### src/rtl/si5341_cfg_seq.sv
// Si5341A register-table sequencer: walks a ROM of {op,page,addr,data} entries and drives the I2C byte engine.
// Latency: start -> busy next cycle, first byte request 4 cycles after start; 3 cycles of overhead per entry.
// Backpressure: one byte in flight; each request waits for its done (bounded by TIMEOUT_MS) before the next.
//
// Ports: clk/rst_n (async active-low); start/busy/done/err/err_code to bring-up logic;
//        rom_addr/rom_data table port (1-cycle ROM latency); i2c_* byte-engine handshake.
// Optional read-back verify of every register write is built when SI5341_VERIFY_EN is defined.
module si5341_cfg_seq #(
  parameter int SYS_CLK    = 50_000_000,
  parameter int ROM_AW     = 9,
  parameter int TIMEOUT_MS = 10
) (
  input  logic              clk,
  input  logic              rst_n,
  input  logic              start,
  output logic              busy,
  output logic              done,
  output logic              err,
  output logic [1:0]        err_code,
  output logic [ROM_AW-1:0] rom_addr,
  input  logic [25:0]       rom_data,
  output logic              i2c_wr_req,
  output logic [7:0]        i2c_wr_data,
  output logic              i2c_last,
  input  logic              i2c_wr_done,
  output logic              i2c_rd_req,
  input  logic [7:0]        i2c_rd_data,
  input  logic              i2c_rd_done
);

  localparam int              PRE_N   = SYS_CLK / 1000;
  localparam int              PRE_W   = (PRE_N > 1) ? $clog2(PRE_N) : 1;
  localparam logic [PRE_W-1:0] PRE_MAX = PRE_W'(PRE_N - 1);
  localparam logic [15:0]     TO_LAST = 16'(TIMEOUT_MS - 1);

  localparam logic [1:0] OP_WRITE   = 2'b00;
  localparam logic [1:0] OP_DELAY   = 2'b01;
  localparam logic [1:0] EC_TIMEOUT = 2'b01;
  localparam logic [1:0] EC_OVERRUN = 2'b11;

  typedef enum logic [3:0] {
    IDLE, FETCH, DECODE, PG_REG, PG_VAL, RA, RD, DLY, VA, VR, DONE, ERR
  } state_t;

  state_t              state_q, state_d;
  logic [ROM_AW-1:0]   addr_q, addr_d;
  logic [23:0]         ent_q, ent_d;      // {page, addr, data} of the current entry
  logic [7:0]          pg_q, pg_d;
  logic                pg_vld_q, pg_vld_d;
  logic                sent_q, sent_d;    // request of the current byte state already issued
  logic                wr_req_q, wr_req_d;
  logic                last_q, last_d;
  logic [7:0]          wr_dat_q, wr_dat_d;
  logic [PRE_W-1:0]    pre_q, pre_d;
  logic [15:0]         ms_q, ms_d;
  logic                err_q, err_d;
  logic [1:0]          code_q, code_d;

  logic                tick;
  logic                wr_ack;
  logic                timed_out;
  logic                adv;
  logic                to_err;
  logic [15:0]         dly_ms;

  assign tick      = (pre_q == PRE_MAX);
  // A done with no request issued in this state is a stray and is ignored.
  assign wr_ack    = sent_q & i2c_wr_done;
  assign timed_out = tick & (ms_q == TO_LAST);
  assign dly_ms    = ent_q[15:0];

`ifdef SI5341_VERIFY_EN
  logic rd_req_q, rd_req_d;
  logic rd_ack;
  assign rd_ack = sent_q & i2c_rd_done;
`else
  logic unused_rd;
  assign unused_rd = ^{i2c_rd_data, i2c_rd_done};
`endif

  always_comb begin
    state_d  = state_q;
    addr_d   = addr_q;
    ent_d    = ent_q;
    pg_d     = pg_q;
    pg_vld_d = pg_vld_q;
    sent_d   = sent_q;
    wr_req_d = 1'b0;
    last_d   = last_q;
    wr_dat_d = wr_dat_q;
    pre_d    = tick ? '0 : pre_q + 1'b1;
    ms_d     = tick ? ms_q + 16'd1 : ms_q;
    err_d    = err_q;
    code_d   = code_q;
    adv      = 1'b0;
    to_err   = 1'b0;
`ifdef SI5341_VERIFY_EN
    rd_req_d = 1'b0;
`endif

    // First cycle of a byte state: launch its single request (registered, so it
    // appears on the port one cycle later and data/last are stable with it).
    if (!sent_q) begin
      case (state_q)
        PG_REG: begin wr_req_d = 1'b1; wr_dat_d = 8'h01;        last_d = 1'b0; sent_d = 1'b1; end
        PG_VAL: begin wr_req_d = 1'b1; wr_dat_d = ent_q[23:16]; last_d = 1'b1; sent_d = 1'b1; end
        RA:     begin wr_req_d = 1'b1; wr_dat_d = ent_q[15:8];  last_d = 1'b0; sent_d = 1'b1; end
        RD:     begin wr_req_d = 1'b1; wr_dat_d = ent_q[7:0];   last_d = 1'b1; sent_d = 1'b1; end
`ifdef SI5341_VERIFY_EN
        VA:     begin wr_req_d = 1'b1; wr_dat_d = ent_q[15:8];  last_d = 1'b1; sent_d = 1'b1; end
        VR:     begin rd_req_d = 1'b1; sent_d = 1'b1; end
`endif
        default: ;
      endcase
    end

    case (state_q)
      IDLE: begin
        if (start) begin
          state_d  = FETCH;
          addr_d   = '0;
          pg_vld_d = 1'b0;
          err_d    = 1'b0;
          code_d   = 2'b00;
        end
      end
      FETCH:  state_d = DECODE;
      DECODE: begin
        ent_d = rom_data[23:0];
        case (rom_data[25:24])
          OP_WRITE: state_d = (!pg_vld_q || (rom_data[23:16] != pg_q)) ? PG_REG : RA;
          OP_DELAY: state_d = DLY;
          default:  state_d = DONE;   // END and the reserved opcode
        endcase
      end
      PG_REG: begin
        if (wr_ack)         state_d = PG_VAL;
        else if (timed_out) to_err  = 1'b1;
      end
      PG_VAL: begin
        if (wr_ack) begin
          pg_d     = ent_q[23:16];
          pg_vld_d = 1'b1;
          state_d  = RA;
        end else if (timed_out) begin
          to_err = 1'b1;
        end
      end
      RA: begin
        if (wr_ack)         state_d = RD;
        else if (timed_out) to_err  = 1'b1;
      end
      RD: begin
`ifdef SI5341_VERIFY_EN
        if (wr_ack)         state_d = VA;
`else
        if (wr_ack)         adv     = 1'b1;
`endif
        else if (timed_out) to_err  = 1'b1;
      end
`ifdef SI5341_VERIFY_EN
      VA: begin
        if (wr_ack)         state_d = VR;
        else if (timed_out) to_err  = 1'b1;
      end
      VR: begin
        if (rd_ack) begin
          if (i2c_rd_data == ent_q[7:0]) begin
            adv = 1'b1;
          end else begin
            state_d = ERR;
            err_d   = 1'b1;
            code_d  = 2'b10;
          end
        end else if (timed_out) begin
          to_err = 1'b1;
        end
      end
`endif
      DLY: begin
        // Counters restart on entry, so N ms ends exactly N*PRE_N cycles in.
        if ((dly_ms == 16'd0) || (tick && ((ms_q + 16'd1) == dly_ms))) adv = 1'b1;
      end
      DONE:    state_d = IDLE;
      ERR:     state_d = IDLE;
      default: state_d = IDLE;
    endcase

    if (to_err) begin
      state_d  = ERR;
      err_d    = 1'b1;
      code_d   = EC_TIMEOUT;
      pg_vld_d = 1'b0;
    end

    // Step to the next entry; the last ROM slot cannot be followed, so no wrap.
    if (adv) begin
      if (&addr_q) begin
        state_d = ERR;
        err_d   = 1'b1;
        code_d  = EC_OVERRUN;
      end else begin
        addr_d  = addr_q + 1'b1;
        state_d = FETCH;
      end
    end

    if (state_d != state_q) begin
      pre_d  = '0;
      ms_d   = '0;
      sent_d = 1'b0;
    end
  end

  always_ff @(posedge clk or negedge rst_n) begin
    if (!rst_n) begin
      state_q  <= IDLE;
      addr_q   <= '0;
      ent_q    <= '0;
      pg_q     <= '0;
      pg_vld_q <= 1'b0;
      sent_q   <= 1'b0;
      wr_req_q <= 1'b0;
      last_q   <= 1'b0;
      wr_dat_q <= '0;
      pre_q    <= '0;
      ms_q     <= '0;
      err_q    <= 1'b0;
      code_q   <= 2'b00;
    end else begin
      state_q  <= state_d;
      addr_q   <= addr_d;
      ent_q    <= ent_d;
      pg_q     <= pg_d;
      pg_vld_q <= pg_vld_d;
      sent_q   <= sent_d;
      wr_req_q <= wr_req_d;
      last_q   <= last_d;
      wr_dat_q <= wr_dat_d;
      pre_q    <= pre_d;
      ms_q     <= ms_d;
      err_q    <= err_d;
      code_q   <= code_d;
    end
  end

`ifdef SI5341_VERIFY_EN
  always_ff @(posedge clk or negedge rst_n) begin
    if (!rst_n) rd_req_q <= 1'b0;
    else        rd_req_q <= rd_req_d;
  end
  assign i2c_rd_req = rd_req_q;
`else
  assign i2c_rd_req = 1'b0;
`endif

  assign busy        = (state_q != IDLE) && (state_q != DONE) && (state_q != ERR);
  assign done        = (state_q == DONE);
  assign err         = err_q;
  assign err_code    = code_q;
  assign rom_addr    = addr_q;
  assign i2c_wr_req  = wr_req_q;
  assign i2c_wr_data = wr_dat_q;
  assign i2c_last    = last_q;

endmodule

### config.mk
export PLATFORM = sky130hd
export DESIGN_NAME = si5341_cfg_seq
export DESIGN_NICKNAME = d
export VERILOG_FILES = /design/src/rtl/si5341_cfg_seq.sv
export SDC_FILE = /design/constraint.sdc
export NUM_CORES = 1
export LEC_CHECK = 0
export ABC_AREA = 1
export ABC_CLOCK_PERIOD_IN_PS = 3800
export BUFFER_PORTS_ARGS = -buffer_cell sky130_fd_sc_hd__buf_4
export CORE_MARGIN = 5
export CORE_UTILIZATION = 40
export DETAILED_ROUTE_END_ITERATION = 12
export PLACE_DENSITY = 0.7
export SKIP_LAST_GASP = 1
export SYNTH_ARGS = -nofsm -noshare
export SYNTH_HDL_FRONTEND = slang
export SYNTH_SLANG_ARGS = --single-unit
### constraint.sdc
create_clock -name clk -period 3.8 [get_ports clk]
set_input_delay 0.76 -clock clk [delete_from_list [all_inputs] [get_ports clk]]
set_output_delay 0.76 -clock clk [all_outputs]
set_load 0.1 [all_outputs]
# Yosys cells after proc, flatten, opt, wreduce, memory -nomap -nowiden
# Index checks and enable logic that the tools add are counted.
# classes
shift,0
reduce_logical,23
magnitude_cmp,0
div,0
n_mul,0
n_bitwise,3
n_addsub,3
n_mux,44
eq_ne,18
# ops
cell,count
$mux 16,4
$mux 9,4
$add 16x1->16 const B,2
$pmux 8 s4,1
$mux 4,7
$pmux 4 s7,1
$mux 1,17
$eq 16x16->1,1
$eq 16x16->1 const B,1
$eq 16x4->1 const B,1
$eq 4x3->1 const B,4
$logic_not 16->1,1
$mux 2,5
$add 9x1->9 const B,1
$reduce_and 9->1,1
$eq 4x2->1 const B,2
$ne 4x4->1 const B,2
$ne 8x8->1,1
$pmux 4 s2,1
$reduce_bool 4->1,2
$ne 3x3->1 const B,2
$pmux 1 s2,3
$reduce_and 2->1,3
$reduce_or 2->1,3
other kinds (16),21
# totals
mem_bits_ro,0
inputBits,39
mem_count,0
regBits,92
output_inout_bits,25
latch_bits,0
ramBits,0

# Logic depth before layout (Yosys ltp)
# Gate-level depths: netlist (run 1).
# depth
ltp_word,9
mapped_depth,22

# Worst setup path after synthesis (run 1)
# OpenSTA, ideal clock, no wires.
# synth_timing
path_kind,reg-to-reg
startpoint,register addr_q[0] (netlist: rom_addr[0])
endpoint,register pre_q[3]
t_required_ns,3.731
period_less_slack_ns,2.822
n_path_buf,1
slack_ns,0.978
setup_time_ns,0.069
t_arrival_ns,2.752
path_stages_with_launch,14
cell_sequence,dfrtp_1 ha_1 nand3_1 nor3_1 nand2_1 nor2_1 ha_1 inv_1 nand2_4 nand3_2 nand2_1 nand3_2 buf_6 nor2_2
# synth_via
elab_chain_len,5
# synth_lines
item,line_no,text
"start, declared",46,"logic [ROM_AW-1:0] addr_q, addr_d;"
"start signal, assigned",232,addr_q <= addr_d;
$reduce_and 9->1,198,if (&addr_q) begin
$mux 4,198,
$mux 4,197,if (adv) begin
$ne 4x4->1,208,if (state_d != state_q) begin
$mux 16,208,
net pre_d[3],54,"logic [PRE_W-1:0] pre_q, pre_d;"
"end signal, assigned",240,pre_q <= pre_d;
"end, declared",54,
# The timed path passes the listed nets, and every way through them passes these cells.
# A chain may end at the register's enable or synchronous reset.

# Final worst setup path (run 1)
# layout_timing
startpoint,register ms_q[0]
endpoint,register ms_q[12]
# layout_via
elab_chain_len,9
word_cells_on_any_way,17
classes_between,add/sub (1); eq/ne (3); mux (9); bitwise (1); reduce/logical (3)
# layout_lines
item,line_no,text
"start, declared",55,"logic [15:0] ms_q, ms_d;"
"start signal, assigned",241,ms_q <= ms_d;
$add 16x1->16 / $eq 16x4->1 (equally long branches),"92, 182, 69",
$eq 16x16->1 / $and 1x1->1 (equally long branches),"182, 69",
$logic_and 1x1->1 / $mux 1 (equally long branches),--,
$logic_or 1x1->1 / $mux 1 (equally long branches),"182, 141",
$mux 1 (on tied branches),--,
$pmux 1 s2 / $mux 4 (equally long branches),"117, 189",
$mux 4,197,
$ne 4x4->1,208,
$mux 16 / $reduce_bool 2->1 (equally long branches),--,
# Several ways; a longest one is shown, not always the timed one. The select of a mux whose other input is x is not followed.

==> load_flow_metrics.sql, run 1 <==
INSERT INTO impl_metrics (metric_group, metric, value, unit) VALUES
('run_status', 'outcome', 'finished, final reports clean', ''),
('cells_and_area', 'final_core_util', '47.4', '%'),
('yosys', 'library_cell_occupying_the_most_area_in_the_post_synthesis_netlist', 'sky130_fd_sc_hd__dfrtp_1', ''),
('power', 'power.leakage', '2.92', 'nW'),
('cells_and_area', 'antenna_cells', '0', ''),
('clocking', 'root_buffer', 'sky130_fd_sc_hd__clkbuf_16', ''),
('route', 'top_signal_layer_used', 'met4', ''),
('route', 'detail_route.wl_per_cell', '14.0', 'um'),
('sta', 'slew-limit-headroom', '46.1', '%'),
('setup_path', 'end_kind', 'flop', ''),
('power', 'design_power_total', '4.17', 'mW'),
('power', 'power_per_cell_area', '669', 'nW/um2'),
('power', 'internal_power', '2.28', 'mW'),
('clocking', 'clock_path_buffers', '2', ''),
('route', 'routed_via_density', '5.04', ''),
('route', 'wirelength_met1', '5970', 'um'),
('global_routing', 'initial_antenna_violation_count', '0', ''),
('yosys', 'post_synth_top_area_share', '43.3', '%'),
('route', 'drcViolationCount', '0', ''),
('sta', 'timing.hold.ws', '375', 'ps'),
('yosys', 'ys.warnings.count', '0', ''),
('global_routing', 'grt_start_max_net_pins', '43', ''),
('clocking', 'tritoncts.num_buffers', '9', ''),
('clocking', 'cts.repair.resized', '0', ''),
('route', 'drt_first_iter_violations', '175', ''),
('route', 'ant_nets', '0', ''),
('clocking', 'cts_max_level', '3', ''),
('route', 'via_count', '4816', ''),
('sta', 'fin_max_slew_vios', '0', ''),
('cells_and_area', 'finalNetCount', '818', ''),
('yosys', 'postSynthNetCount', '764', ''),
('power', 'vdd_ir_drop_max', '0.596', 'mV'),
('yosys', 'netlist_top_cells_area', 'sky130_fd_sc_hd__dfrtp_1, sky130_fd_sc_hd__nand2_1, sky130_fd_sc_hd__o21ai_0', ''),
('sta', 'timing.final.setup_violations', '0', ''),
('sta', 'finalSetupTns', '0', 'ps'),
('yosys', 'synthCells', '720', ''),
('setup_path', 'worstPathRequired', '4040', 'ps'),
('min_path', 'classification_of_the_worst_slack_hold_path', 'input pin to asynchronous set/reset pin', ''),
('sta', 'timing.clock.skew', '7.02', 'ps'),
('yosys', 'synth_edf_count', '0', ''),
('power', 'seq_power_share', '33.6', '%'),
('cells_and_area', 'area.growth.synth_to_final', '17.3', '%'),
('clocking', 'cts.repair_timing.setup_buffer_count', '0', ''),
('power', 'comb_power_share', '42.3', '%'),
('power', 'switchingPower', '1.89', 'mW'),
('route', 'routed-wl-met3', '541', 'um'),
('die', 'floorplan.initialDensity', '40.4', '%'),
('die', 'die-width', '125', 'um'),
('place', 'io_buffer_count', '53', ''),
('sta', 'grt_setup_unrepaired', 'false', ''),
('sta', 'max_freq', '332', 'MHz'),
('yosys', 'distinct_cell_type_count_after_synthesis', '39', ''),
('yosys', 'ys_seq_area_share', '43.3', '%'),
('place', 'dp.final_hpwl', '9950', 'um'),
('sta', 'layout_min_cycle_time', '3010', 'ps'),
('route', 'detailedRoute.firstPassIterationCount', '5', ''),
('place', 'routabilityCongestion', '0.936', ''),
('yosys', 'syn-cell-area', '5310', 'um2'),
('sta', 'worst-slew-pin-transition', '806', 'ps'),
('run', 'cap_violations', '0', ''),
('yosys', 'synthArstFlopShare', '100', '%'),
('die', 'core_area', '13100', 'um2'),
('die', 'die_area', '15700', 'um2'),
('setup_path', 'worst-path-max-fanout', '33', ''),
('cells_and_area', 'layout-drive-gt1-share', '16.7', '%'),
('yosys', 'yosys_most_used_dff', 'sky130_fd_sc_hd__dfrtp_1', ''),
('clocking', 'clkSinkCount', '92', ''),
('setup_path', 'critical_path.startpoint_type', 'flop', ''),
('route', 'wirelength', '13300', 'um'),
('power', 'switching_share', '45.4', '%'),
('die', 'top_level_ports', '64', '');
kinds of logic after synthesis:
| group | Yosys count | synth area share, % |
|---|---|---|
| xor gates and xnor gates | 12 | 1.98 |
| DFF | 92 | 43.3 |
| and+or+nand+nor | 406 | 34.7 |
| adders and majority gates | 5 | 1.18 |
| muxes | 3 | 0.636 |
| AOI/OAI and AO/OA | 96 | 10.0 |
| other | 1 | 0.0706 |
| buffers and inverters | 105 | 8.05 |
final timing paths:
check / start / endpoint / slack [ps]
setup reg to reg: ms_q[0] / ms_q[12] / 790
max in group asynchronous: rst_n / rom_addr[8] / 2650
hold reg to reg: ent_q[17] / pg_q[1] / 490
setup / recovery: ms_q[0] / ms_q[12] / 790
hold / removal: rst_n / ms_q[11] / 370
min in group clk: ent_q[17] / pg_q[1] / 490
cell usage in the layout, fill, tap and decap left out, types with 3 or more instances in the layout:
| cell | netlist | routed |
|---|---|---|
| sky130_fd_sc_hd__a21oi_1 | 4 | 4 |
| sky130_fd_sc_hd__buf_4 | 1 | 58 |
| sky130_fd_sc_hd__clkbuf_16 | 0 | 9 |
| sky130_fd_sc_hd__dfrtp_1 | 92 | 92 |
| sky130_fd_sc_hd__ha_1 | 5 | 5 |
| sky130_fd_sc_hd__inv_1 | 85 | 85 |
| sky130_fd_sc_hd__mux2_2 | 3 | 3 |
| sky130_fd_sc_hd__nand2_1 | 190 | 190 |
| sky130_fd_sc_hd__nand2_2 | 9 | 9 |
| sky130_fd_sc_hd__nand3_1 | 67 | 67 |
| sky130_fd_sc_hd__nand4_1 | 18 | 18 |
| sky130_fd_sc_hd__nor2_1 | 60 | 60 |
| sky130_fd_sc_hd__nor2_2 | 33 | 33 |
| sky130_fd_sc_hd__nor2_4 | 3 | 3 |
| sky130_fd_sc_hd__nor3_1 | 12 | 12 |
| sky130_fd_sc_hd__nor4_1 | 7 | 7 |
| sky130_fd_sc_hd__o211ai_1 | 5 | 5 |
| sky130_fd_sc_hd__o21ai_0 | 70 | 70 |
| sky130_fd_sc_hd__o22ai_1 | 8 | 8 |
| sky130_fd_sc_hd__xnor2_1 | 5 | 5 |
| sky130_fd_sc_hd__xor2_1 | 7 | 7 |
area by class of cell:
class / instances / area [um2]
timing repair buffer: 59 / 455
inverter: 89 / 334
sequential: 92 / 2300
multi-input combinational: 523 / 2580
clock buffer: 11 / 253
fill: 1334 / 6910
tap: 176 / 220
clock inverter: 5 / 83.8
layer usage:
| metal | vias to the layer above | GRT usage, % |
|---|---|---|
| li1 | 2454 | - |
| met1 | 2218 | 22.1 |
| met2 | 119 | 28.7 |
| met3 | 25 | 3.24 |
| met4 | 0 | 7.27 |
| met5 | - | 0 |
cell usage after synthesis, types with 3 or more instances:
master and n:
sky130_fd_sc_hd__o22ai_1 8, sky130_fd_sc_hd__nand3_1 67, sky130_fd_sc_hd__ha_1 5, sky130_fd_sc_hd__nand2_1 190, sky130_fd_sc_hd__nor2_4 3, sky130_fd_sc_hd__inv_1 85
sky130_fd_sc_hd__xor2_1 7, sky130_fd_sc_hd__nor3_1 12, sky130_fd_sc_hd__nor2_1 60, sky130_fd_sc_hd__mux2_2 3, sky130_fd_sc_hd__nor2_2 33, sky130_fd_sc_hd__clkbuf_1 10
sky130_fd_sc_hd__a21oi_1 4, sky130_fd_sc_hd__xnor2_1 5, sky130_fd_sc_hd__dfrtp_1 92, sky130_fd_sc_hd__o21ai_0 70, sky130_fd_sc_hd__buf_6 4, sky130_fd_sc_hd__o211ai_1 5
sky130_fd_sc_hd__nor4_1 7, sky130_fd_sc_hd__nand2_2 9, sky130_fd_sc_hd__nand4_1 18
metrics by stage:
stage / cells / setup slack [ps] / instance area [um2]
after floorplan: 720 / 978 / 5310
after global placement: 939 / 834 / 5900
after detailed placement: 939 / 788 / 5900
after CTS: 955 / 776 / 6230
after global routing: 955 / 518 / 6230
final: 955 / 786 / 6230
flip-flops by register name (all words and copies together) (netlist names):
signal	cells
i2c_last	1
rom_addr	9
ent_q	24
err	1
i2c_wr_data	8
err_code	2
sent_q	1
pg_vld_q	1
ms_q	16
pg_q	8
pre_q	16
i2c_wr_req	1
state_q	4
power by group through the flow:
| stage | registers, mW | logic (mW) | clock network (mW) |
|---|---|---|---|
| 4_1_cts | 1.40 | 1.77 | 1.03 |
| 6_report | 1.40 | 1.76 | 1.01 |
| 2_1_floorplan | 1.73 | 0.998 | 0 |
| 3_3_place_gp | 1.41 | 1.75 | 0 |
| 3_5_place_dp | 1.42 | 1.77 | 0 |
| 5_1_grt | 1.43 | 1.92 | 1.07 |
critical path: stages, from the launching register on:
cell                      delay (ps)
sky130_fd_sc_hd__dfrtp_1         480
sky130_fd_sc_hd__ha_1            250
sky130_fd_sc_hd__nand2_2          90
sky130_fd_sc_hd__nor2_2          210
sky130_fd_sc_hd__nand2_2         120
sky130_fd_sc_hd__o21ai_1         170
sky130_fd_sc_hd__nand2_1          80
sky130_fd_sc_hd__nand2_1          60
sky130_fd_sc_hd__nand2_1          50
sky130_fd_sc_hd__nor2_1          130
sky130_fd_sc_hd__nand3_1          90
sky130_fd_sc_hd__nand2_1         120
sky130_fd_sc_hd__nand2_2         100
sky130_fd_sc_hd__nand2_2         220
sky130_fd_sc_hd__nand2_2         150
sky130_fd_sc_hd__nand3_1         100
sky130_fd_sc_hd__nand2_1          60
sky130_fd_sc_hd__nand3_2          90
sky130_fd_sc_hd__buf_12          240
sky130_fd_sc_hd__nor2_2           60
No activity file was read; power rests on OpenSTA's default activity.
==> inputs of run 2 (changes only) <==
Settings changed: ABC_CLOCK_PERIOD_IN_PS 3800 to 3100.
Clock period 3.8 ns to 3.1 ns, I/O delays scaled along.
==> run 2 against run 1 <==
Effect of this change:
- design area up 0.74%
- critical endpoint is now ms_q[1]
- cell count grew 0.21%
- flip-flop and latch count unchanged
- global-route usage fell by 0.050 points
- die area stayed put
- combinational power rose by 24%
- first-iteration DRC count rose by 15%
- maximum frequency grew 8.4%
- register-to-register slack worse by 470 ps
- sequential share of layout area down 0.27 points
- setup slack got worse by 470 ps
- core utilization grew 0.35 points
==> load_flow_metrics.sql, run 2 (synthesis gave the netlist of run 1 again) <==
INSERT INTO impl_metrics (metric_group, metric, value, unit) VALUES
('run_status', 'outcome', 'finished, final reports clean', ''),
('route', 'ant_nets', '0', ''),
('cells_and_area', 'postLayoutCellArea', '6280', 'um2'),
('setup_path', 'worstPathRequired', '3380', 'ps'),
('die', 'die-width', '125', 'um'),
('place', 'io_buffer_count', '53', ''),
('route', 'drcViolationCount', '0', ''),
('setup_path', 'end_kind', 'flop', ''),
('route', 'routed_via_density', '5.05', ''),
('cells_and_area', 'layout-drive-gt1-share', '16.9', '%'),
('cells_and_area', 'area.growth.synth_to_final', '18.2', '%'),
('sta', 'worst-slew-pin-transition', '559', 'ps'),
('sta', 'final_critical_path_setup_slack', '321', 'ps'),
('global_routing', 'grt_pass1_vias', '4506', ''),
('place', 'worst_setup_slack_after_placement', '257', 'ps'),
('cells_and_area', 'antenna_cells', '0', ''),
('route', 'wirelength', '13300', 'um'),
('setup_path', 'critical_path.startpoint_type', 'flop', ''),
('sta', 'timing.clock.skew', '7.16', 'ps'),
('place', 'dp.final_hpwl', '9910', 'um'),
('clocking', 'cts_hold_buf', '0', ''),
('setup_path', 'worst-setup-path-type', 'flop to flop', ''),
('sta', 'timing.final.setup_violations', '0', ''),
('sta', 'final_hold_fails', '0', ''),
('sta', 'grt_setup_unrepaired', 'false', ''),
('die', 'floorplan.rows', '42', ''),
('setup_path', 'worst-path-max-fanout', '33', ''),
('clocking', 'tritoncts.num_buffers', '9', ''),
('global_routing', 'grt_use_total', '17.2', '%'),
('die', 'core_area', '13100', 'um2'),
('cells_and_area', 'final.fill_count', '1315', ''),
('cells_and_area', 'largest_registers', 'ent_q: 24 flops, ms_q: 16 flops, pre_q: 16 flops', ''),
('die', 'die_area', '15700', 'um2'),
('min_path', 'classification_of_the_worst_slack_hold_path', 'input pin to asynchronous set/reset pin', ''),
('clocking', 'root_buffer', 'sky130_fd_sc_hd__clkbuf_16', ''),
('setup_path', 'critical_path_arrival', '3060', 'ps'),
('sta', 'max_freq', '360', 'MHz'),
('cells_and_area', 'most_frequent_standard_cell_in_the_layout_excluding_fill_and_tap_cells', 'sky130_fd_sc_hd__nand2_1', ''),
('run', 'cap_violations', '0', ''),
('cells_and_area', 'largest_reg_flops', '24', ''),
('route', 'detail_route.wl_per_cell', '13.9', 'um'),
('sta', 'timing.hold.ws', '249', 'ps'),
('cells_and_area', 'final_core_util', '47.8', '%'),
('power', 'power_per_cell_area', '826', 'nW/um2'),
('place', 'routabilityCongestion', '0.907', ''),
('clocking', 'cts_max_level', '3', ''),
('power', 'power.leakage', '2.94', 'nW'),
('sta', 'slew-limit-headroom', '62.8', '%'),
('sta', 'fin_max_slew_vios', '0', ''),
('global_routing', 'grt_start_max_net_pins', '51', ''),
('die', 'die-height', '125', 'um'),
('place', 'placement.cell_area', '5920', 'um2'),
('route', 'drt_first_iter_violations', '201', ''),
('global_routing', 'initial_antenna_violation_count', '0', ''),
('sta', 'finalSetupTns', '0', 'ps'),
('power', 'vdd_ir_drop_max', '0.655', 'mV'),
('clocking', 'clkSinkCount', '92', ''),
('clocking', 'tritoncts', 'yes', ''),
('die', 'floorplan.initialDensity', '40.4', '%'),
('global_routing', 'grt_first_pass_wirelength', '22100', 'um'),
('die', 'top_level_ports', '64', ''),
('route', 'via_count', '4834', ''),
('clocking', 'clkTransAtPathRegs', '60', 'ps'),
('route', 'detailedRoute.firstPassIterationCount', '4', ''),
('cells_and_area', 'largest_register_by_flop_count', 'ent_q', ''),
('global_routing', 'sum_of_overflow_across_all_layers_after_global_routing', '0', ''),
('clocking', 'clock_latency', '350', 'ps'),
('clocking', 'clock_path_buffers', '2', ''),
('cells_and_area', 'finalNetCount', '820', ''),
('cells_and_area', 'top_library_cells_by_usage_in_the_layout_fill_and_taps_aside', 'sky130_fd_sc_hd__nand2_1, sky130_fd_sc_hd__dfrtp_1, sky130_fd_sc_hd__inv_1', ''),
('sta', 'finalCritPeriodShare', '89.7', '%'),
('sta', 'layout_min_cycle_time', '2780', 'ps');
## run 2: cell count changes in the layout (fill, tap and decap cells not counted)
| cell | change |
|---|---|
| sky130_fd_sc_hd__bufinv_16 | +1 |
| sky130_fd_sc_hd__clkinvlp_4 | -1 |
| sky130_fd_sc_hd__clkinv_2 | +1 |
| sky130_fd_sc_hd__buf_12 | +1 |
| sky130_fd_sc_hd__buf_4 | +1 |
| sky130_fd_sc_hd__nor2_4 | +1 |
| sky130_fd_sc_hd__clkbuf_8 | -1 |
| sky130_fd_sc_hd__nor2_2 | -1 |
## run 2: critical path: stages, from the launching register on
cell,delay (ps)
sky130_fd_sc_hd__dfrtp_1,480
sky130_fd_sc_hd__inv_2,140
sky130_fd_sc_hd__nor2_1,110
sky130_fd_sc_hd__inv_1,90
sky130_fd_sc_hd__nor2_4,300
sky130_fd_sc_hd__clkinv_1,330
sky130_fd_sc_hd__nor2_1,220
sky130_fd_sc_hd__nand2_1,70
sky130_fd_sc_hd__a21boi_1,170
sky130_fd_sc_hd__nand3_1,120
sky130_fd_sc_hd__nand2_1,70
sky130_fd_sc_hd__nand2_1,40
sky130_fd_sc_hd__nor2_1,130
sky130_fd_sc_hd__nand3_2,100
sky130_fd_sc_hd__buf_12,200
sky130_fd_sc_hd__nor2_1,110
## run 2: layer usage
layer	part of all wire [%]	vias to the layer above	track usage, %
met3	4.0	21	3.07
li1	-	2459	-
met1	45	2246	22.6
met2	48	108	28.5
met5	0	-	0
met4	2.4	0	6.38
## run 2: final cells by class
cell class	count	area [um2]	share of cell area (%)
clock buffer	10	239	3.81
clock inverter	6	111	1.77
inverter	89	334	5.32
multi-input combinational	523	2590	41.2
sequential	92	2300	36.7
tap	176	220	3.51
timing repair buffer	61	483	7.69
## run 2: repair_timing
action | CTS | global route
resized for setup | 0 | 1
endpoints found under the setup margin | 0 | 16
setup buffers | 0 | 0
## run 2: worst paths after layout
path	startpoint	endpoint	slack (ps)	cells past startpoint
worst max-delay path	state_q[1]	ms_q[1]	320	15
worst min-delay path	rst_n	ms_q[9]	250	1
max in group asynchronous	rst_n	state_q[2]	2190	2
worst max register to register	state_q[1]	ms_q[1]	320	15
worst min register to register	pg_q[5]	pg_q[5]	490	2
min in group clk	rom_data[0]	ent_q[0]	480	3
## run 2: where the power goes
part           internal, mW  switching (mW)
logic                 0.574            1.60
registers              1.48           0.244
clock network         0.810           0.479
total                  2.86            2.33
## run 2: metrics by stage
step | power [mW] | instances
after floorplan | 3.34 | 720
after global placement | 3.90 | 941
after detailed placement | 3.92 | 941
after CTS | 5.23 | 957
after global routing | 5.49 | 957
final | 5.19 | 957
==> inputs of run 3 (changes only) <==
Settings changed: ABC_AREA 1 to not set, CAP_MARGIN set to 20, GPL_ROUTABILITY_DRIVEN set to 0, PLACE_DENSITY 0.7 to 0.71.
==> run 3 against run 2 <==
Effect of this change:
- maximum frequency decreased by 3.2%
- combinational power increased by 6%
- clock power decreased by 13%
- sequential power increased by 12%
- clock-buffer cell count increased by 1
- area after synthesis decreased by 3.5%
- setup slack got worse by 91 ps
- synthesized cell count decreased by 30%
- worst hold slack got worse by 35 ps
- wire length decreased by 6.9%
==> load_flow_metrics.sql, run 3 <==
INSERT INTO impl_metrics (metric_group, metric, value, unit) VALUES
('run_status', 'outcome', 'finished, final reports clean', ''),
('clocking', 'cts.repair_timing.setup_buffer_count', '0', ''),
('global_routing', 'grt_start_max_net_pins', '61', ''),
('setup_path', 'worst-setup-path-type', 'flop to flop', ''),
('sta', 'finalCritPeriodShare', '92.6', '%'),
('clocking', 'root_buffer', 'sky130_fd_sc_hd__clkbuf_16', ''),
('die', 'die-height', '123', 'um'),
('run', 'cap_violations', '0', ''),
('cells_and_area', 'instances_no_fill', '728', ''),
('yosys', 'synthMostInstantiatedCell', 'sky130_fd_sc_hd__dfrtp_1', ''),
('setup_path', 'end_kind', 'flop', ''),
('cells_and_area', 'antenna_cells', '0', ''),
('sta', 'grt_setup_unrepaired', 'false', ''),
('yosys', 'postSynthNetCount', '547', ''),
('global_routing', 'initial_antenna_violation_count', '0', ''),
('clocking', 'clock_path_buffers', '2', ''),
('setup_path', 'slowest_stage_cell_cp', 'sky130_fd_sc_hd__dfrtp_1', ''),
('place', 'dp_cells', '712', ''),
('cells_and_area', 'top_library_cells_by_usage_in_the_layout_fill_and_taps_aside', 'sky130_fd_sc_hd__dfrtp_1, sky130_fd_sc_hd__buf_4, sky130_fd_sc_hd__nand2_1', ''),
('global_routing', 'grt_use_total', '17.1', '%'),
('die', 'top_level_ports', '64', ''),
('clocking', 'cts_hold_buf', '0', ''),
('yosys', 'synth_seq_cells', '92', ''),
('cells_and_area', 'area.growth.synth_to_final', '18.4', '%'),
('clocking', 'tritoncts.num_buffers', '9', ''),
('yosys', 'synthCells', '503', ''),
('sta', 'slew-limit-headroom', '37.4', '%'),
('route', 'routed_via_density', '5.63', ''),
('power', 'power_per_cell_area', '882', 'nW/um2'),
('route', 'drcViolationCount', '0', ''),
('cells_and_area', 'final.fill_count', '1162', ''),
('yosys', 'netlist_top_cells_area', 'sky130_fd_sc_hd__dfrtp_1, sky130_fd_sc_hd__mux2_2, sky130_fd_sc_hd__xnor2_1', ''),
('global_routing', 'sum_of_overflow_across_all_layers_after_global_routing', '0', ''),
('clocking', 'cts_max_level', '3', ''),
('route', 'wirelength', '12300', 'um'),
('setup_path', 'worst-path-max-fanout', '8', ''),
('sta', 'fin_max_slew_vios', '0', ''),
('global_routing', 'grt_pass1_vias', '4103', ''),
('yosys', 'post_synth_top_area_share', '44.9', '%'),
('die', 'die_area', '15200', 'um2'),
('setup_path', 'critical_path_arrival', '3110', 'ps'),
('die', 'die-width', '123', 'um'),
('sta', 'final_hold_fails', '0', ''),
('setup_path', 'crit_buf_inv', '0', ''),
('yosys', 'ys.warnings.count', '0', ''),
('setup_path', 'critical_path.cell_chain', 'ha_1, and4_1, and4_1, o32ai_1, a211oi_1, and4_1, o21ai_1, a32o_1', ''),
('die', 'core_area', '12600', 'um2'),
('die', 'floorplan.initialDensity', '40.8', '%'),
('place', 'dp.final_hpwl', '8820', 'um'),
('global_routing', 'globalRouteMet1Util', '23.3', '%'),
('route', 'via_count', '4102', ''),
('setup_path', 'path_delay_family', 'compound AO/OA/AOI/OAI gates', ''),
('cells_and_area', 'largest_reg_flops', '24', ''),
('yosys', 'yosys_most_used_dff', 'sky130_fd_sc_hd__dfrtp_1', ''),
('yosys', 'synth_edf_count', '0', ''),
('sta', 'timing.hold.ws', '214', 'ps'),
('die', 'floorplan.rows', '41', ''),
('global_routing', 'grt.busiest_layer', 'met2', ''),
('sta', 'worst-slew-pin-transition', '937', 'ps'),
('setup_path', 'cell_seen_most_often_among_critical_path_stages', 'sky130_fd_sc_hd__and4_1', ''),
('cells_and_area', 'largest_registers', 'ent_q: 24 flops, ms_q: 16 flops, pre_q: 16 flops', ''),
('route', 'detail_route.wl_per_cell', '17.0', 'um'),
('sta', 'layout_min_cycle_time', '2870', 'ps'),
('clocking', 'clkSinkCount', '92', ''),
('sta', 'timing.final.setup_violations', '0', ''),
('min_path', 'classification_of_the_worst_slack_hold_path', 'input pin to asynchronous set/reset pin', ''),
('yosys', 'syn-cell-area', '5130', 'um2'),
('cells_and_area', 'most_frequent_standard_cell_in_the_layout_excluding_fill_and_tap_cells', 'sky130_fd_sc_hd__dfrtp_1', ''),
('yosys', 'distinct_cell_type_count_after_synthesis', '62', ''),
('global_routing', 'groute.layer.met3.usage', '3.06', '%'),
('yosys', 'synthArstFlopShare', '100', '%'),
('yosys', 'ys_seq_area_share', '44.9', '%'),
('clocking', 'tritoncts', 'yes', ''),
('cells_and_area', 'largest_register_by_flop_count', 'ent_q', ''),
('yosys', 'syn_area_per_cell', '10.2', 'um2'),
('power', 'power.leakage', '2.61', 'nW'),
('cells_and_area', 'finalNetCount', '595', ''),
('global_routing', 'groute.layer.met2.usage', '27.5', '%'),
('clocking', 'clock_latency', '350', 'ps'),
('setup_path', 'slowest_stage_delay_cp', '410', 'ps'),
('clocking', 'cts.repair.resized', '0', ''),
('setup_path', 'critical_path.startpoint_type', 'flop', ''),
('route', 'drt_first_iter_violations', '169', ''),
('setup_path', 'worstPathRequired', '3340', 'ps'),
('yosys', 'synth_commonest_cells', 'sky130_fd_sc_hd__dfrtp_1, sky130_fd_sc_hd__nand2_1, sky130_fd_sc_hd__nor3_1', ''),
('route', 'ant_nets', '0', ''),
('sta', 'timing.clock.skew', '11.9', 'ps'),
('place', 'io_buffer_count', '53', ''),
('sta', 'max_freq', '348', 'MHz'),
('clocking', 'clkTransAtPathRegs', '70', 'ps'),
('power', 'vdd_ir_drop_max', '0.737', 'mV'),
('route', 'detailedRoute.firstPassIterationCount', '4', ''),
('cells_and_area', 'layout-drive-gt1-share', '24.1', '%'),
('global_routing', 'grt_first_pass_wirelength', '20600', 'um'),
('yosys', 'library_cell_occupying_the_most_area_in_the_post_synthesis_netlist', 'sky130_fd_sc_hd__dfrtp_1', '');
==> run 3: cell types whose count changed in the layout (fill, tap and decap cells not counted), sizes merged, moves of 12 or more <==
cell   change
nor3      +24
nand3     -49
nand2    -164
xor2      +18
nor2      -78
o21ai     -53
xnor2     +23
and3      +13
nor4      +12
mux2      +31
inv       -76
==> run 3: cell families (layout without fill, tap and decap cells) <==
kind of cell / after synthesis / after routing / synth area share [%]
xor+xnor: 53 / 53 / 9.06
compound gates: 72 / 72 / 10.6
buf+inv: 41 / 94 / 3.32
other cells: 1 / 1 / 0.0732
fa+ha+maj: 5 / 5 / 1.22
flops: 92 / 92 / 44.9
simple gates: 194 / 194 / 21.2
mux: 45 / 45 / 9.62
==> run 3: final timing paths <==
| check | slack, ps | start | depth (start not counted) | to |
|---|---|---|---|---|
| min reg2reg | 460 | pre_q[0] | 1 | pre_q[0] |
| max | 230 | ms_q[1] | 8 | rom_addr[8] |
| max in group asynchronous | 2240 | rst_n | 2 | rom_addr[0] |
| max reg2reg | 230 | ms_q[1] | 8 | rom_addr[8] |
| min in group clk | 460 | pre_q[0] | 1 | pre_q[0] |
| min | 210 | rst_n | 1 | ent_q[19] |
==> run 3: routing by layer <==
metal / up-vias / share of wire [%]
met3: 13 / 3.9
met4: 0 / 1.4
met2: 89 / 49
met1: 2052 / 45
met5: - / 0
li1: 1948 / -
==> run 3: area by class of cell <==
| type | instances | area [um2] | area share, % |
|---|---|---|---|
| sequential | 92 | 2300 | 38.0 |
| clock inverter | 5 | 60.1 | 0.990 |
| inverter | 10 | 37.5 | 0.619 |
| timing repair buffer | 68 | 543 | 8.95 |
| multi-input combinational | 370 | 2670 | 43.9 |
| clock buffer | 11 | 243 | 4.00 |
| tap | 172 | 215 | 3.55 |
==> run 3: report_power, final <==
| group | switching [mW] | total [mW] | leakage, nW | internal (mW) |
|---|---|---|---|---|
| combinational | 1.43 | 2.32 | 1.26 | 0.890 |
| sequential | 0.405 | 1.92 | 1.21 | 1.51 |
| clock | 0.470 | 1.12 | 0.146 | 0.650 |
| total | 2.30 | 5.36 | 2.61 | 3.05 |
==> run 3: per-stage QoR <==
stage / utilization, % / setup slack [ps] / total power, mW / setup TNS, ps / area [um2]
global placement: 45.7 / 345 / 4.16 / 0 / 5740
floorplan: - / -41.5 / 3.59 / -41.5 / 5130
global route: 48.3 / 78.5 / 5.64 / 0 / 6070
finish: 48.3 / 230 / 5.36 / 0 / 6070
CTS: 48.3 / 272 / 5.37 / 0 / 6070
detailed placement: 45.9 / 290 / 4.24 / 0 / 5770
